## config.mk

```make
export PLATFORM = sky130hd
export DESIGN_NAME = npu_mem_loader
export DESIGN_NICKNAME = d
export VERILOG_FILES = /design/src/rtl/npu_mem_pkg.sv /design/src/rtl/npu_region_counter.sv /design/src/rtl/npu_mem_loader.sv
export SDC_FILE = /design/constraint.sdc
export NUM_CORES = 1
export LEC_CHECK = 0
export ABC_AREA = 1
export CORE_UTILIZATION = 50
export CTS_CLUSTER_SIZE = 28
export DETAILED_ROUTE_END_ITERATION = 6
export GPL_TIMING_DRIVEN = 0
export PLACE_DENSITY = 0.88
export SLEW_MARGIN = 10
export SYNTH_ARGS = -nofsm -noshare
export SYNTH_HDL_FRONTEND = slang
export SYNTH_SLANG_ARGS = --single-unit
```

## constraint.sdc

```tcl
create_clock -name clk -period 3.9 [get_ports clk]
set_input_delay 0.585 -clock clk [delete_from_list [all_inputs] [get_ports clk]]
set_output_delay 0.585 -clock clk [all_outputs]
set_load 0.05 [all_outputs]
```

## src/rtl/npu_mem_pkg.sv

```systemverilog
// Shared types and default sizing for the NPU memory loader.
//   loader_state_t : loader FSM states; the encoding is visible on the region port
//   BYTE_W, *_DEF  : default element width, bank count, region depths and address width
package npu_mem_pkg;

    localparam int unsigned BYTE_W          = 8;
    localparam int unsigned NUM_BANKS_DEF   = 4;
    localparam int unsigned IMG_DEPTH_DEF   = 225;
    localparam int unsigned CONV_DEPTH_DEF  = 18816;
    localparam int unsigned DENSE_DEPTH_DEF = 16746;
    localparam int unsigned BIAS_DEPTH_DEF  = 10;
    localparam int unsigned ADDR_W_DEF      = 15;

    typedef enum logic [2:0] {
        ST_IDLE       = 3'd0,
        ST_LOAD_IMG   = 3'd1,
        ST_LOAD_CONV  = 3'd2,
        ST_LOAD_DENSE = 3'd3,
        ST_LOAD_BIAS  = 3'd4,
        ST_DONE       = 3'd5
    } loader_state_t;

    // True for the four states that accept host words.
    function automatic logic is_load(loader_state_t s);
        return (s == ST_LOAD_IMG) || (s == ST_LOAD_CONV) ||
               (s == ST_LOAD_DENSE) || (s == ST_LOAD_BIAS);
    endfunction

    // Fixed region order: IMG -> CONV -> DENSE -> BIAS -> DONE.
    function automatic loader_state_t next_region(loader_state_t s);
        case (s)
            ST_LOAD_IMG:   return ST_LOAD_CONV;
            ST_LOAD_CONV:  return ST_LOAD_DENSE;
            ST_LOAD_DENSE: return ST_LOAD_BIAS;
            default:       return ST_DONE;
        endcase
    endfunction

endpackage

```

## src/rtl/npu_region_counter.sv

```systemverilog
// Per-region element counter for the memory loader.
//   clk, reset : clock, synchronous active-high reset
//   clr_i      : return to 0 (has priority over inc_i)
//   inc_i      : advance by one element
//   last_idx_i : index of the final element of the current region
//   count_o    : current element index (registered)
//   last_c_o   : combinational flag, count_o equals last_idx_i
module npu_region_counter #(
    parameter int unsigned ADDR_W = 15
) (
    input  logic              clk,
    input  logic              reset,
    input  logic              clr_i,
    input  logic              inc_i,
    input  logic [ADDR_W-1:0] last_idx_i,
    output logic [ADDR_W-1:0] count_o,
    output logic              last_c_o
);

    logic [ADDR_W-1:0] count_q;

    always_ff @(posedge clk) begin
        if (reset)      count_q <= '0;
        else if (clr_i) count_q <= '0;
        else if (inc_i) count_q <= count_q + ADDR_W'(1);
    end

    assign count_o  = count_q;
    assign last_c_o = (count_q == last_idx_i);

endmodule

```

## src/rtl/npu_mem_loader.sv

```systemverilog
// Bulk loader that streams host words into the image banks, then the conv,
// dense and bias RAMs, in that fixed order, after a start pulse.
//   clk, reset          : clock, synchronous active-high reset
//   start               : begins a load sequence from IDLE or DONE
//   wr_valid/writedata  : host word stream; wr_ready signals acceptance
//   img_we/data/addr    : image banks; bank k sits at img_data[k*BYTE_W +: BYTE_W]
//                         and receives the k-th byte counted from the MSB of the word
//   conv_*/dense_*/bias_*: single-element write ports of each RAM
//   busy, done, region  : status (region is the state encoding)
// Optional build macro NPU_MEM_LOADER_PACK_EN: conv/dense/bias take NUM_BANKS
// elements per word, MSB byte first, serialised one element per cycle.
module npu_mem_loader #(
    parameter int unsigned BYTE_W      = npu_mem_pkg::BYTE_W,
    parameter int unsigned NUM_BANKS   = npu_mem_pkg::NUM_BANKS_DEF,
    parameter int unsigned IMG_DEPTH   = npu_mem_pkg::IMG_DEPTH_DEF,
    parameter int unsigned CONV_DEPTH  = npu_mem_pkg::CONV_DEPTH_DEF,
    parameter int unsigned DENSE_DEPTH = npu_mem_pkg::DENSE_DEPTH_DEF,
    parameter int unsigned BIAS_DEPTH  = npu_mem_pkg::BIAS_DEPTH_DEF,
    parameter int unsigned ADDR_W      = npu_mem_pkg::ADDR_W_DEF
) (
    input  logic                        clk,
    input  logic                        reset,
    input  logic                        start,
    input  logic                        wr_valid,
    input  logic [NUM_BANKS*BYTE_W-1:0] writedata,
    output logic                        wr_ready,
    output logic [NUM_BANKS-1:0]        img_we,
    output logic [NUM_BANKS*BYTE_W-1:0] img_data,
    output logic [ADDR_W-1:0]           img_addr,
    output logic                        conv_we,
    output logic [BYTE_W-1:0]           conv_data,
    output logic [ADDR_W-1:0]           conv_addr,
    output logic                        dense_we,
    output logic [BYTE_W-1:0]           dense_data,
    output logic [ADDR_W-1:0]           dense_addr,
    output logic                        bias_we,
    output logic [BYTE_W-1:0]           bias_data,
    output logic [ADDR_W-1:0]           bias_addr,
    output logic                        busy,
    output logic                        done,
    output logic [2:0]                  region
);

    import npu_mem_pkg::*;

    localparam int unsigned DATA_W = NUM_BANKS * BYTE_W;

    loader_state_t     state_q, state_d;
    logic              busy_q, busy_d, done_q, done_d, rdy_q, rdy_d;
    logic              accept_c, issue_c, wr_en_c;
    logic              cnt_clr_c, cnt_inc_c, cnt_last_c;
    logic [ADDR_W-1:0] cnt_c, last_idx_c;
    logic [DATA_W-1:0] img_word_c;
    logic [BYTE_W-1:0] wr_byte_c;

    logic [NUM_BANKS-1:0] img_we_q;
    logic [DATA_W-1:0]    img_data_q;
    logic [ADDR_W-1:0]    img_addr_q, conv_addr_q, dense_addr_q, bias_addr_q;
    logic                 conv_we_q, dense_we_q, bias_we_q;
    logic [BYTE_W-1:0]    conv_data_q, dense_data_q, bias_data_q;

`ifdef NPU_MEM_LOADER_PACK_EN
    localparam int unsigned PEND_W = $clog2(NUM_BANKS) + 1;
    logic [PEND_W-1:0] pend_q, pend_d;
    logic [DATA_W-1:0] word_q, word_d, src_word_c;
`endif

    npu_region_counter #(.ADDR_W(ADDR_W)) u_cnt (
        .clk        (clk),
        .reset      (reset),
        .clr_i      (cnt_clr_c),
        .inc_i      (cnt_inc_c),
        .last_idx_i (last_idx_c),
        .count_o    (cnt_c),
        .last_c_o   (cnt_last_c)
    );

    assign accept_c = wr_valid & rdy_q;

    // Byte-split of the host word: bank 0 receives the MSB byte.
    always_comb begin
        img_word_c = '0;
        for (int k = 0; k < int'(NUM_BANKS); k++) begin
            img_word_c[k*BYTE_W +: BYTE_W] = writedata[(int'(NUM_BANKS)-1-k)*BYTE_W +: BYTE_W];
        end
    end

    // State register and status flags.
    always_ff @(posedge clk) begin
        if (reset) begin
            state_q <= ST_IDLE;
            busy_q  <= 1'b0;
            done_q  <= 1'b0;
            rdy_q   <= 1'b0;
        end else begin
            state_q <= state_d;
            busy_q  <= busy_d;
            done_q  <= done_d;
            rdy_q   <= rdy_d;
        end
    end

`ifdef NPU_MEM_LOADER_PACK_EN
    // Holding register for the bytes of a word still being serialised.
    always_ff @(posedge clk) begin
        if (reset) begin
            pend_q <= '0;
            word_q <= '0;
        end else begin
            pend_q <= pend_d;
            word_q <= word_d;
        end
    end
`endif

    // Next-state, counter control and write-issue decode.
    always_comb begin
        state_d    = state_q;
        cnt_clr_c  = 1'b0;
        cnt_inc_c  = 1'b0;
        wr_en_c    = 1'b0;
        last_idx_c = '0;
`ifdef NPU_MEM_LOADER_PACK_EN
        pend_d     = pend_q;
        word_d     = word_q;
        src_word_c = (pend_q != '0) ? word_q : writedata;
        wr_byte_c  = src_word_c[DATA_W-1 -: BYTE_W];
        issue_c    = accept_c | (pend_q != '0);
`else
        wr_byte_c  = writedata[BYTE_W-1:0];
        issue_c    = accept_c;
`endif

        case (state_q)
            ST_LOAD_IMG:   last_idx_c = ADDR_W'(IMG_DEPTH - 1);
            ST_LOAD_CONV:  last_idx_c = ADDR_W'(CONV_DEPTH - 1);
            ST_LOAD_DENSE: last_idx_c = ADDR_W'(DENSE_DEPTH - 1);
            ST_LOAD_BIAS:  last_idx_c = ADDR_W'(BIAS_DEPTH - 1);
            default:       last_idx_c = '0;
        endcase

        case (state_q)
            ST_IDLE, ST_DONE: begin
                if (start) begin
                    state_d   = ST_LOAD_IMG;
                    cnt_clr_c = 1'b1;
                end
            end
            default: begin
                if (issue_c) begin
                    wr_en_c = 1'b1;
                    if (cnt_last_c) begin
                        state_d   = next_region(state_q);
                        cnt_clr_c = 1'b1;
                    end else begin
                        cnt_inc_c = 1'b1;
                    end
`ifdef NPU_MEM_LOADER_PACK_EN
                    // Region end drops any bytes left in the current word.
                    if (state_q != ST_LOAD_IMG) begin
                        if (cnt_last_c)    pend_d = '0;
                        else if (accept_c) pend_d = PEND_W'(NUM_BANKS - 1);
                        else               pend_d = pend_q - PEND_W'(1);
                        word_d = src_word_c << BYTE_W;
                    end
`endif
                end
            end
        endcase

        busy_d = is_load(state_d);
        done_d = (state_d == ST_DONE);
`ifdef NPU_MEM_LOADER_PACK_EN
        rdy_d  = busy_d && (pend_d == '0);
`else
        rdy_d  = busy_d;
`endif
    end

    // Write ports: one-cycle enable pulses; data/addr hold between writes.
    always_ff @(posedge clk) begin
        if (reset) begin
            img_we_q     <= '0;
            img_data_q   <= '0;
            img_addr_q   <= '0;
            conv_we_q    <= 1'b0;
            conv_data_q  <= '0;
            conv_addr_q  <= '0;
            dense_we_q   <= 1'b0;
            dense_data_q <= '0;
            dense_addr_q <= '0;
            bias_we_q    <= 1'b0;
            bias_data_q  <= '0;
            bias_addr_q  <= '0;
        end else begin
            img_we_q   <= {NUM_BANKS{wr_en_c && (state_q == ST_LOAD_IMG)}};
            conv_we_q  <= wr_en_c && (state_q == ST_LOAD_CONV);
            dense_we_q <= wr_en_c && (state_q == ST_LOAD_DENSE);
            bias_we_q  <= wr_en_c && (state_q == ST_LOAD_BIAS);
            if (wr_en_c && (state_q == ST_LOAD_IMG)) begin
                img_data_q <= img_word_c;
                img_addr_q <= cnt_c;
            end
            if (wr_en_c && (state_q == ST_LOAD_CONV)) begin
                conv_data_q <= wr_byte_c;
                conv_addr_q <= cnt_c;
            end
            if (wr_en_c && (state_q == ST_LOAD_DENSE)) begin
                dense_data_q <= wr_byte_c;
                dense_addr_q <= cnt_c;
            end
            if (wr_en_c && (state_q == ST_LOAD_BIAS)) begin
                bias_data_q <= wr_byte_c;
                bias_addr_q <= cnt_c;
            end
        end
    end

    assign wr_ready   = rdy_q;
    assign img_we     = img_we_q;
    assign img_data   = img_data_q;
    assign img_addr   = img_addr_q;
    assign conv_we    = conv_we_q;
    assign conv_data  = conv_data_q;
    assign conv_addr  = conv_addr_q;
    assign dense_we   = dense_we_q;
    assign dense_data = dense_data_q;
    assign dense_addr = dense_addr_q;
    assign bias_we    = bias_we_q;
    assign bias_data  = bias_data_q;
    assign bias_addr  = bias_addr_q;
    assign busy       = busy_q;
    assign done       = done_q;
    assign region     = 3'(state_q);

endmodule

```

Word level (Yosys, flattened, before mapping)
Index checks and enable logic that the tools add are counted.
{"block": "classes", "addsub": 1, "eq_ne": 11, "n_mux": 15, "bitwise_logic": 1, "n_reduce_logical": 10}
{"cell": "$pmux 15 s4", "n": 1}
{"cell": "$add 15x1->15 const B", "n": 1}
{"cell": "$eq 15x15->1", "n": 1}
{"cell": "$eq 3x2->1 const B", "n": 4}
{"cell": "$eq 3x3->1 const B", "n": 4}
{"cell": "$mux 3", "n": 4}
{"cell": "$mux 1", "n": 9}
{"cell": "$pmux 3 s3", "n": 1}
{"cell": "$eq 3x1->1 const B", "n": 2}
{"cell": "$logic_and 1x1->1", "n": 4}
{"cell": "$reduce_or 2->1", "n": 2}
{"cell": "$logic_not 3->1", "n": 1}
{"cell": "$logic_or 1x1->1", "n": 3}
{"cell": "$and 1x1->1", "n": 1}
{"block": "word_totals", "register_bits": 140, "input_bits": 36, "output_inout_bits": 129, "word_cells": 54}

Logic depth before layout (Yosys ltp)
Gate-level depths: netlist of run 1.
{"block": "logic_depth", "word_depth": 10, "mapped_depth": 17}

By module
From an unflattened synthesis of run 1, not the netlist that was laid out.
{"block": "hier_totals", "cells_unflattened": 722, "area_unflattened_um2": 5441.5}
{"mod": "npu_mem_loader", "n_inst": 1, "cells_each": 576, "area_each_um2": 4495.6, "seq_area_each_um2": 2502.4}
{"mod": "npu_region_counter", "n_inst": 1, "cells_each": 146, "area_each_um2": 945.9, "seq_area_each_um2": 300.3}

Worst setup path after synthesis of run 1
Ideal clock, no wire load.
{"block": "synth_path", "path_kind": "flip-flop to flip-flop", "startpoint": "register state_q[2] (netlist: region[2])", "endpoint": "register rdy_q (netlist: wr_ready)", "setup_ns": 0.123, "arrival_ns": 1.929, "setup_slack_ns": 1.849, "path_stages_with_launch": 16, "path_buffers": 0, "period_less_slack_ns": 2.051, "cell_sequence": "dfxtp_1 -> inv_2 -> nand2_1 -> nand2_1 -> nand2_1 -> nand2_1 -> nor2_1 -> nand2_2 -> nor2_4 -> nand2_4 -> o21ai_2 -> nand2_2 -> inv_1 -> nand2_1 -> nand2_1 -> nor2_2"}
{"block": "synth_via", "elab_chain_cells": 10, "word_cells_on_any_way": 21}
{"item": "start: declaration", "line": "npu_mem_loader.sv:48", "text": "loader_state_t state_q, state_d;"}
{"item": "start signal: assignment", "line": "npu_mem_loader.sv:96", "text": "state_q <= state_d;"}
{"item": "$eq 3x3->1 (tied with other cells)", "line": "npu_mem_loader.sv:134", "text": "case (state_q)"}
{"item": "$pmux 15 s4", "line": "npu_mem_loader.sv:134"}
{"item": "$eq 15x15->1", "line": "npu_region_counter.sv:29", "text": "assign last_c_o = (count_q == last_idx_i);"}
{"item": "$mux 3", "line": "npu_mem_loader.sv:152", "text": "if (cnt_last_c) begin"}
{"item": "$mux 3", "line": "npu_mem_loader.sv:150", "text": "if (issue_c) begin"}
{"item": "$mux 3 (*)", "line": "npu_mem_loader.sv:142", "text": "case (state_q)"}
{"item": "$eq 3x1->1 or $eq 3x2->1 (tied branches)", "line": "npu_mem_pkg.sv:25", "text": "return (s == ST_LOAD_IMG) || (s == ST_LOAD_CONV) ||"}
{"item": "$logic_or 1x1->1 (2 in a row)", "line": "npu_mem_pkg.sv:25"}
{"item": "$logic_or 1x1->1 (*)", "line": "npu_mem_pkg.sv:26", "text": "(s == ST_LOAD_DENSE) || (s == ST_LOAD_BIAS);"}
{"item": "end signal: assignment", "line": "npu_mem_loader.sv:99", "text": "rdy_q <= rdy_d;"}
{"item": "end: declaration", "line": "npu_mem_loader.sv:49", "text": "logic busy_q, busy_d, done_q, done_d, rdy_q, rdy_d;"}
Mark *: on every way between the ends. The rest lies on a longest branch, timed or not.
A chain may end at the register's enable or synchronous reset.

Worst setup path in the final report of run 1
{"block": "layout_path", "startpoint": "register state_q[2] (netlist: region[2])", "endpoint": "output region[2]"}
{"item": "end: declaration", "line": "npu_mem_loader.sv:41", "text": "output logic [2:0] region"}
No word-level cell between the ends.

==> metrics.md, run 1 <==
| Metric | Value |
|---|---|
| Outcome | complete, but fails checks |
| Failing checks | DRC |
| Residual DRC count | 1 |
| Synth cell count leaders | dfxtp_1, nor2_1, o21ai_0, a21oi_1, nand2_1 |
| Least-Margin Pin Slew | 0.757 ns |
| CP max stage cell | clkdlybuf4s50_1 |
| Initial Util | 51.3% |
| CTS tree | built |
| Number of synthesized register bits | 140 |
| Critical-path cell list | clkdlybuf4s50_1 |
| Initial DRT Pass Iterations | 7 |
| Layout cell share with drive strength beyond 1 | 6.62% |
| Die width | 104 um |
| Post-synth EDFFs | 0 |
| CP Data Required Time | 3.31 ns |
| Tmin final | 2.46 ns |
| Initial antenna violation count | 0 |
| Setup CP Type | reg -> out |
| Critical path's top delay family | buffers and inverters |
| Die ar. | 10900 um^2 |
| Pwr Density | 445 nW/um^2 |
| Total CTS buffers | 17 |
| Total grt overflow | 0 |
| Max-cap viol count | 0 |
| Largest net degree at the start of global routing | 17 |
| Avg Synthesized Cell Area | 7.70 um^2 |
| RSZ-0062 raised after global routing | no |
| Iter 0 DRT Violations | 502 |
| Library cells used by synthesis | 27 |
| CP Max Fanout | 7 |
| Final Hold Fails | 0 |
| Drt wl/cell | 16.3 um |
| Min-delay src | bias_data[1]$_SDFFE_PP0P_ |
| Fill cell count | 738 |
| Worst R2R End | img_data[28]$_SDFFE_PP0P_ |
| Area leader, netlist | dfxtp_1 |
| Synthesized cell area | 5250 um^2 |
| Max-slew headroom | 49.3% |
| Post-CTS Setup Inserts | 0 |
| CTS Hold Buffers Added | 0 |
| Via density | 5.37 |
| Final Skew | 0.0129 ns |
| Mux contribution to synthesized area | 0% |
| Vias in the first global route | 5436 |
| Fin nets | 900 |
| Final Wtd Congestion | 0.899 |
| PortBufs | 163 |
| Share of synthesized registers carrying an async set or reset | 0% |
| Hold Path End | bias_data[1]$_SDFFE_PP0P_ |
| Dominant synthesized flop cell | dfxtp_1 |
| Post-Syn Instances | 681 |
| Crit path buf inv count | 1 |
| Core footprint | 10200 um^2 |
| Detail Placement HPWL | 11.6 mm |
| Chip height | 104 um |
| Synth warn | 0 |
| Compound-Gate Fraction of Synth Area | 19.2% |
| Final Util | 74.8% |
| CP endpoint kind | primary output |
| Clk_lat worst skew | 0.52 ns |
| Post_cts resized | 0 |
| Post-synthesis simple-gate area fraction | 18.8% |
| Post-Synth XOR/XNOR Area | 0.668% |
| First-pass GRT wire length | 26.4 mm |
| Max Fclk | 0.407 GHz |
| Net Count, Synth | 718 |
| # diodes | 0 |
| Row Count | 37 |
| CP peak stage delay | 0.87 ns |
| Final WL | 16.5 mm |
| Pleak | 2.99 nW |
| IO Pins | 165 |
| Slew Viols, Final | 0 |
| Post-route ant nets | 0 |
| Worst R2R Start | region[2]$_SDFF_PP0_ |
| Period utilisation layout | 63.0% |
| Endpoints failing setup | 0 |
| Clk slew on worst S/H paths | 0.06 ns |
| Synthesized-area fraction occupied by adder cells | 0.239% |
| GRT Util Overall | 30.8% |
| Final TNS setup | 0 ns |
| Clock sinks | 140 |
| Hold Path Depth | 2 |
| Worst-case clock buffer depth | 2 |
| Worst setup SP type | flop |
| Most common cell in the synthesized netlist | dfxtp_1 |
| CTS root buffer | clkbuf_8 |
| CTS H-tree lvls | 4 |
| Peak VDD IR | 0.338 mV |
| Worst path arrival time | 1.87 ns |
| Seq/Total Area, Yosys | 53.4% |
| Vias | 5438 |
| Synth top area share | 53.4% |
| Hold Crit Class | reg -> reg |
| Synth top area cells | dfxtp_1, o21ai_0, nor2_1 |
| Largest family of logic cells by synthesized area | compound AO/OA/AOI/OAI gates |
| Area growth, synth to finish | 45.9% |
| Reg2Reg Depth | 7 |
| R2R setup slack | 1.48 ns |
## layout make-up
type                            instances  area [um^2]  area share, %
Multi-Input combinational cell        441         2040           26.6
Timing Repair Buffer                  163         1630           21.3
Clock buffer                           20          445           5.82
Clock inverter                         12          160           2.09
Sequential cell                       140         2800           36.6
Inverter                               55          206           2.70
Tap cell                              136          170           2.22
Buffer                                 45          198           2.58
## worst reg2reg max path, stage by stage (launching register included)
cell      delay (ns)
dfxtp_1         0.39
inv_2           0.19
nand3_1         0.12
nor2_1          0.53
clkinv_1        0.44
clkbuf_1        0.37
nor2_1          0.20
nor2_1          0.07
## how the worst max path moves through the flow
stage	cells past startpoint	start	slack [ns]	end
global placement	7	wr_valid	1.09	img_data[23]$_SDFFE_PP0P_
finish	1	region[2]$_SDFF_PP0_	1.44	region[2]
floorplan	15	region[2]$_SDFF_PP0_	1.85	wr_ready$_SDFF_PP0_
CTS	1	region[2]$_SDFF_PP0_	1.44	region[2]
detailed placement	7	wr_valid	1.03	img_data[30]$_SDFFE_PP0P_
global route	7	region[1]$_SDFF_PP0_	1.38	conv_addr[7]$_SDFFE_PP0P_
## where the power goes
| group | switching, mW | internal (mW) | total [mW] |
|---|---|---|---|
| clock network | 0.621 | 1.01 | 1.64 |
| registers | 0.0136 | 1.45 | 1.47 |
| logic | 0.196 | 0.105 | 0.301 |
## layout by cell type, fill, tap and decap left out, types with 5 or more instances in the layout
master,n
a21oi_1,76
buf_2,5
clkbuf_1,35
clkbuf_16,16
clkdlybuf4s50_1,163
dfxtp_1,140
inv_1,49
inv_2,5
nand2_1,58
nand3_1,19
nand4_1,5
nor2_1,136
nor3_1,5
o21ai_0,116
o21ai_1,7
## per-stage QoR
stage / total power, mW / instances / hold slack, ns / area, um^2 / setup WS (ns)
2_1_floorplan: 1.68 / 681 / 0.449 / 5250 / 1.85
3_3_place_gp: 1.79 / 980 / 0.437 / 7050 / 1.09
3_5_place_dp: 1.79 / 980 / 0.443 / 7050 / 1.03
4_1_cts: 3.41 / 1012 / 0.453 / 7650 / 1.44
5_1_grt: 3.48 / 1012 / 0.473 / 7650 / 1.38
6_report: 3.40 / 1012 / 0.447 / 7650 / 1.44
## metal layers
metal	part of all wire (%)	GRT usage, %	vias up
li1	-	-	2586
met1	40	36.4	2491
met2	48	51.0	298
met3	8.5	8.27	63
met4	4.0	16.3	0
met5	0	0	-
## cells by family after synthesis
family,after synthesis
AND/OR/NAND/NOR,236
AO/OA/AOI/OAI,200
flip-flops,140
buffers and inverters,100
XOR/XNOR,4
adder cells (fa/ha/maj),1
## state kept, by name, indices dropped and copies added (netlist names), 3 cells and up
register / count
dense_data: 8
bias_data: 8
dense_addr: 15
conv_data: 8
bias_addr: 15
u_cnt.count_o: 15
img_data: 32
img_addr: 15
conv_addr: 15
region: 3
(Power assumes the default switching activity.)
==> inputs of run 2 (changes only) <==
--- a/config.mk
+++ b/config.mk
@@ -6,11 +6,11 @@
 export NUM_CORES = 1
 export LEC_CHECK = 0
 export ABC_AREA = 1
-export CORE_UTILIZATION = 50
+export CORE_UTILIZATION = 46
 export CTS_CLUSTER_SIZE = 28
 export DETAILED_ROUTE_END_ITERATION = 6
 export GPL_TIMING_DRIVEN = 0
-export PLACE_DENSITY = 0.88
+export PLACE_DENSITY = 0.82
 export SLEW_MARGIN = 10
 export SYNTH_ARGS = -nofsm -noshare
 export SYNTH_HDL_FRONTEND = slang
==> constraint.sdc (replaced) <==
create_clock -name clk -period 2.33 [get_ports clk]
set_input_delay 0.3495 -clock clk [delete_from_list [all_inputs] [get_ports clk]]
set_output_delay 0.3495 -clock clk [all_outputs]
set_load 0.05 [all_outputs]
==> run 2 against run 1 <==
Largest cell class unchanged. Flip-flop and latch count is the same. First-iteration DRC count shrank 24%. Routed wire length shrank 4.5%. Via count shrank 3.7%. Sequential share of layout area shrank 0.078 points. Clock power grew 67%. Die area grew 8.5%. The flow now finishes without violations.
==> metrics.md, run 2 (same netlist as run 1, synthesis figures left out) <==
| Metric | Value |
|---|---|
| IO Pins | 165 (unchanged) |
| Pleak | 2.99 nW (+0.15%) |
| Core footprint | 11000 um^2 (+7.3%) |
| Initial Util | 47.8% (-3.5 points) |
| Detail Placement HPWL | 11.4 mm (-1.4%) |
| Largest net degree at the start of global routing | 17 (unchanged) |
| CTS root buffer | clkbuf_16 |
| Least-Margin Pin Slew | 0.616 ns (-0.141 ns) |
| CP Data Required Time | 2.63 ns (-0.68 ns) |
| Peak VDD IR | 0.581 mV (+72%) |
| Worst setup SP type | flop |
| # diodes | 0 (unchanged) |
| Clock sinks | 140 (unchanged) |
| First-pass GRT wire length | 24.9 mm (-5.5%) |
| Endpoints failing setup | 0 (unchanged) |
| Most common cell after layout, fill and taps aside | clkdlybuf4s50_1 |
| Final Skew | 0.00443 ns (-0.00845 ns) |
| CP peak stage delay | 0.40 ns (-0.47 ns) |
| Placed cells | 984 (+0.41%) |
| Max-slew headroom | 58.9% (+9.6 points) |
| CTS tree | built |
| Final WL | 15.8 mm (-4.5%) |
| Clk_lat worst skew | 0.41 ns (-0.11 ns) |
| CTS Hold Buffers Added | 0 (unchanged) |
| Tmin final | 2.17 ns |
| Residual DRC count | 0 (-1) |
| PortBufs | 163 (unchanged) |
| GRT Util Overall | 27.7% (-3.2 points) |
| Final Util | 69.8% (-5.0 points) |
| Hold Crit Class | in -> reg |
| Row Count | 38 (+2.7%) |
| Critical-path cell list | inv_2, nand3_1, nor2_2, clkinv_1, clkbuf_1, nor2_1, nor2_1 |
| Fin nets | 900 (unchanged) |
| Area growth, synth to finish | 46.2% |
| Post-route ant nets | 0 (unchanged) |
| Iter 0 DRT Violations | 381 (-24%) |
| Initial antenna violation count | 0 (unchanged) |
| CP endpoint kind | flop |
| CTS H-tree lvls | 4 (unchanged) |
| Period utilisation layout | 93.0% |
| Final Wtd Congestion | 0.871 (-3.1%) |
| Outcome | completed |
| Post-DP Area | 7050 um^2 (about the same) |
| Initial DRT Pass Iterations | 5 (-2) |
| CP Max Fanout | 10 (+3) |
| Setup CP Type | reg -> reg |
| Die ar. | 11800 um^2 (+8.5%) |
| CP max stage cell | dfxtp_1 |
| Commonest cells after routing, fill and taps aside | clkdlybuf4s50_1, dfxtp_1, nor2_1 |
| Max Fclk | 0.461 GHz |
| Drt wl/cell | 15.5 um (-4.9%) |
| Fill cell count | 870 (+18%) |
| Die width | 109 um (+4.2%) |
| Max FFs per register | 32 (unchanged) |
| Total grt overflow | 0 (unchanged) |
| Worst-case clock buffer depth | 2 (unchanged) |
| Vias | 5235 (-3.7%) |
| Max-cap viol count | 0 (unchanged) |
| RSZ-0062 raised after global routing | no |
| Pre-CTS WS | -0.342 ns (-1.37 ns) |
| Clk slew on worst S/H paths | 0.06 ns (about the same) |
| Worst path arrival time | 2.47 ns (+0.60 ns) |
| Design Area, Final | 7670 um^2 (+0.21%) |
| Final TNS setup | 0 ns (unchanged) |
| Post-CTS Setup Inserts | 0 (unchanged) |
| Layout cell share with drive strength beyond 1 | 6.96% (+0.34 points) |
| CP most frequent cell | nor2_1 |
| Post_cts resized | 1 (+1) |
| Vias in the first global route | 5051 (-7.1%) |
| Chip height | 109 um (+4.2%) |
| Final worst slack | 0.163 ns (-1.28 ns) |
| Pwr Density | 743 nW/um^2 (+67%) |
| Final Hold Fails | 0 (unchanged) |
| Total CTS buffers | 17 (unchanged) |
| Via density | 5.15 (-4.1%) |
| Non-Filler Instances | 1016 (+0.40%) |
| Slew Viols, Final | 0 (unchanged) |
==> run 2: path summary, 6_finish.rpt <==
kind / start / end / slack (ns) / depth (start not counted)
hold reg to reg: bias_data[6]$_SDFFE_PP0P_ / bias_data[6]$_SDFFE_PP0P_ / 0.44 / 2
setup reg to reg: region[2]$_SDFF_PP0_ / img_data[30]$_SDFFE_PP0P_ / 0.16 / 7
setup / recovery: region[2]$_SDFF_PP0_ / img_data[30]$_SDFFE_PP0P_ / 0.16 / 7
hold / removal: reset / region[0]$_SDFF_PP0_ / 0.41 / 2
==> run 2: power by group <==
part / total [mW] / switching, mW / internal, mW
clock: 2.74 / 1.02 / 1.72
combinational: 0.503 / 0.327 / 0.176
sequential: 2.46 / 0.0219 / 2.43
==> run 2: layout make-up <==
type	count	area (um^2)	share of cell area [%]
buffer	45	198	2.58
multi-input combinational	441	2050	26.7
tap	140	175	2.28
sequential	140	2800	36.5
timing repair buffer	163	1630	21.3
inverter	55	206	2.69
clock inverter	13	166	2.17
clock buffer	19	443	5.78
==> run 2: per-layer routing <==
metal | share of wire, % | up-vias | track usage [%]
met5 | 0 | - | 0
met4 | 1.8 | 0 | 10.7
met3 | 8.3 | 27 | 7.83
met2 | 48 | 239 | 45.1
met1 | 42 | 2391 | 34.6
li1 | - | 2578 | -
==> run 2: critical path: cells and delay by family (launching register included) <==
kind | cells | cell delay [ns]
buffers and inverters | 3 | 0.87
and+or+nand+nor | 4 | 0.77
DFF | 1 | 0.40
==> run 2: through the flow <==
step	power, mW	hold WS, ns
floorplan	2.81	0.449
global placement	2.99	0.436
detailed placement	3.00	0.435
CTS	5.72	0.401
global route	5.88	0.421
finish	5.70	0.412
==> inputs of run 3 (changes only) <==
--- a/config.mk
+++ b/config.mk
@@ -9,7 +9,6 @@
 export CORE_UTILIZATION = 46
 export CTS_CLUSTER_SIZE = 28
 export DETAILED_ROUTE_END_ITERATION = 6
-export GPL_TIMING_DRIVEN = 0
 export PLACE_DENSITY = 0.82
 export SLEW_MARGIN = 10
 export SYNTH_ARGS = -nofsm -noshare
==> run 3 against run 2 <==
Fmax grew 0.50%. Critical endpoint is now region[0]. Clock skew grew 0.0026 ns. Via count shrank 0.80%. Global-route usage shrank 0.71 points. Non-clock buffer count shrank 19.
==> metrics.md, run 3 (same netlist as run 1, synthesis figures left out) <==
| Metric | Value |
|---|---|
| Metal3 WL | 1.20 mm (-7.7%) |
| Worst-case clock buffer depth | 2 (unchanged) |
| # diodes | 0 (unchanged) |
| CP Max Fanout | 5 (-5) |
| Fin nets | 881 (-2.1%) |
| Max FFs per register | 32 (unchanged) |
| Vias | 5193 (-0.80%) |
| Pleak | 3.05 nW (+2.0%) |
| CP Data Required Time | 1.98 ns (-0.65 ns) |
| CTS root buffer | clkbuf_16 |
| Layout cell share with drive strength beyond 1 | 9.22% (+2.3 points) |
| IO Pins | 165 (unchanged) |
| Area growth, synth to finish | 47.8% |
| Total grt overflow | 0 (unchanged) |
| Max-cap viol count | 0 (unchanged) |
| Via density | 5.21 (+1.1%) |
| Peak VDD IR | 0.450 mV (-23%) |
| Period utilisation layout | 92.5% (-0.46 points) |
| Hold Crit Class | reg -> reg |
| Pint | 4.47 mW (+3.4%) |
| Tmin final | 2.16 ns (-0.0108 ns) |
| Setup CP Type | reg -> out |
| Sw frac | 23.7% (-0.41 points) |
| Die width | 109 um (unchanged) |
| Most common cell after layout, fill and taps aside | clkdlybuf4s50_1 |
| Critical-path cell list | buf_4, clkdlybuf4s50_1 |
| Core footprint | 11000 um^2 (unchanged) |
| Psw | 1.39 mW (+1.1%) |
| Clk slew on worst S/H paths | 0.06 ns (about the same) |
| RSZ-0062 raised after global routing | no |
| Final Hold Fails | 0 (unchanged) |
| Clock sinks | 140 (unchanged) |
| Final Skew | 0.00707 ns (+0.00264 ns) |
| Drt wl/cell | 15.5 um (-0.34%) |
| Residual DRC count | 0 (unchanged) |
| Flop pwr share | 41.9% (-1.2 points) |
| Commonest cells after routing, fill and taps aside | clkdlybuf4s50_1, dfxtp_1, nor2_1 |
| Die ar. | 11800 um^2 (unchanged) |
| Met1 WL | 6.75 mm (+1.3%) |
| Endpoints failing setup | 0 (unchanged) |
| Least-Margin Pin Slew | 0.563 ns (-0.0532 ns) |
| Placed cells | 965 (-1.9%) |
| GRT Util Overall | 27.0% (-0.71 points) |
| Worst setup SP type | flop |
| CTS tree | built |
| CP max stage cell | clkdlybuf4s50_1 |
| Top sig layer | met4 |
| PortBufs | 164 (+0.61%) |
| Initial Util | 47.8% (unchanged) |
| Vias in the first global route | 5010 (-0.81%) |
| Pre-CTS WS | -0.297 ns (+0.0448 ns) |
| Max Fclk | 0.464 GHz (+0.50%) |
| First-pass GRT wire length | 24.5 mm (-1.6%) |
| Post-CTS Setup Inserts | 0 (unchanged) |
| Non-Filler Instances | 997 (-1.9%) |
| Row Count | 38 (unchanged) |
| Initial antenna violation count | 0 (unchanged) |
| Chip height | 109 um (unchanged) |
| Iter 0 DRT Violations | 350 (-8.1%) |
| Comb power frac | 8.6% (-0.2 points) |
| Final Wtd Congestion | 0.922 (+5.8%) |
| Post-route ant nets | 0 (unchanged) |
| Clock share of power | 49.4% (+1.3 points) |
| Outcome | completed |
| Worst path arrival time | 1.81 ns (-0.66 ns) |
| Final WL | 15.4 mm (-2.2%) |
| Final worst slack | 0.174 ns (+0.0108 ns) |
| CP peak stage delay | 0.80 ns (+0.40 ns) |
| Largest net degree at the start of global routing | 72 (+55) |
| Max-slew headroom | 62.3% (+3.4 points) |
| Metal2 WL | 7.07 mm (-6.1%) |
| Design Area, Final | 7750 um^2 (+1.1%) |
| Fill cell count | 900 (+3.4%) |
| Clk_lat worst skew | 0.42 ns (about the same) |
| CTS H-tree lvls | 4 (unchanged) |
| Slew Viols, Final | 0 (unchanged) |
| Pwr Density | 755 nW/um^2 (+1.7%) |
| Total Power | 5.86 mW (+2.8%) |
| Initial DRT Pass Iterations | 7 (+2) |
| Post-DP Area | 7100 um^2 (+0.71%) |
| Total CTS buffers | 17 (unchanged) |
| CP endpoint kind | primary output |
| Final TNS setup | 0 ns (unchanged) |
| Detail Placement HPWL | 10.6 mm (-6.7%) |
## run 3: cell types whose count changed in the layout (fill, tap and decap cells not counted), sizes merged
cell	previous run	this run
clkdlybuf4s50	163	164
clkinv	7	4
clkbuf	53	19
buf	11	25
inv	55	57
bufinv	3	4
## run 3: area by class of cell
type / instances / area (um^2) / area share [%]
clock inverter: 13 / 188 / 2.42
multi-input combinational: 441 / 2060 / 26.6
clock buffer: 19 / 453 / 5.84
inverter: 55 / 206 / 2.66
tap: 140 / 175 / 2.26
sequential: 140 / 2800 / 36.1
timing repair buffer: 189 / 1870 / 24.1
## run 3: power groups by stage
stage                     logic (mW)  registers, mW  clock network, mW
after global placement         0.493           2.51                  0
after detailed placement       0.500           2.51                  0
after floorplan                0.168           2.64                  0
after global routing           0.541           2.46               3.03
final                          0.506           2.46               2.89
after CTS                      0.504           2.46               2.93
## run 3: what timing repair did
| action | in CTS | in global routing |
|---|---|---|
| setup endpoints to repair | 15 | 5 |
| resized for setup | 1 | 1 |
| endpoints found under the hold margin | 0 | 0 |
| hold buffers | 0 | 0 |
## run 3: critical path: cells and delay by family, from the launching register on
| family | cells | cell delay (ns) |
|---|---|---|
| buffers and inverters | 2 | 0.97 |
| DFF | 1 | 0.42 |
## run 3: path summary, 6_finish.rpt
| check | startpoint | end | slack (ns) | cells after the start |
|---|---|---|---|---|
| worst max-delay path | region[0]$_SDFF_PP0_ | region[0] | 0.17 | 2 |
| worst min-delay path | bias_addr[10]$_SDFFE_PP0P_ | bias_addr[10]$_SDFFE_PP0P_ | 0.44 | 2 |
| worst max register to register | region[1]$_SDFF_PP0_ | u_cnt.count_o[14]$_SDFFE_PP0P_ | 0.29 | 11 |
| worst min register to register | bias_addr[10]$_SDFFE_PP0P_ | bias_addr[10]$_SDFFE_PP0P_ | 0.44 | 2 |
## run 3: routing by layer
layer | vias to the layer above | GRT usage [%]
met3 | 35 | 7.53
li1 | 2550 | -
met1 | 2409 | 34.6
met5 | - | 0
met4 | 0 | 12.5
met2 | 199 | 42.0
## run 3: through the flow
step           util [%]  hold slack, ns
6_report           70.6           0.441
5_1_grt            70.6           0.460
4_1_cts            70.5           0.445
3_5_place_dp       64.7           0.436
3_3_place_gp       64.7           0.432
2_1_floorplan         -           0.449
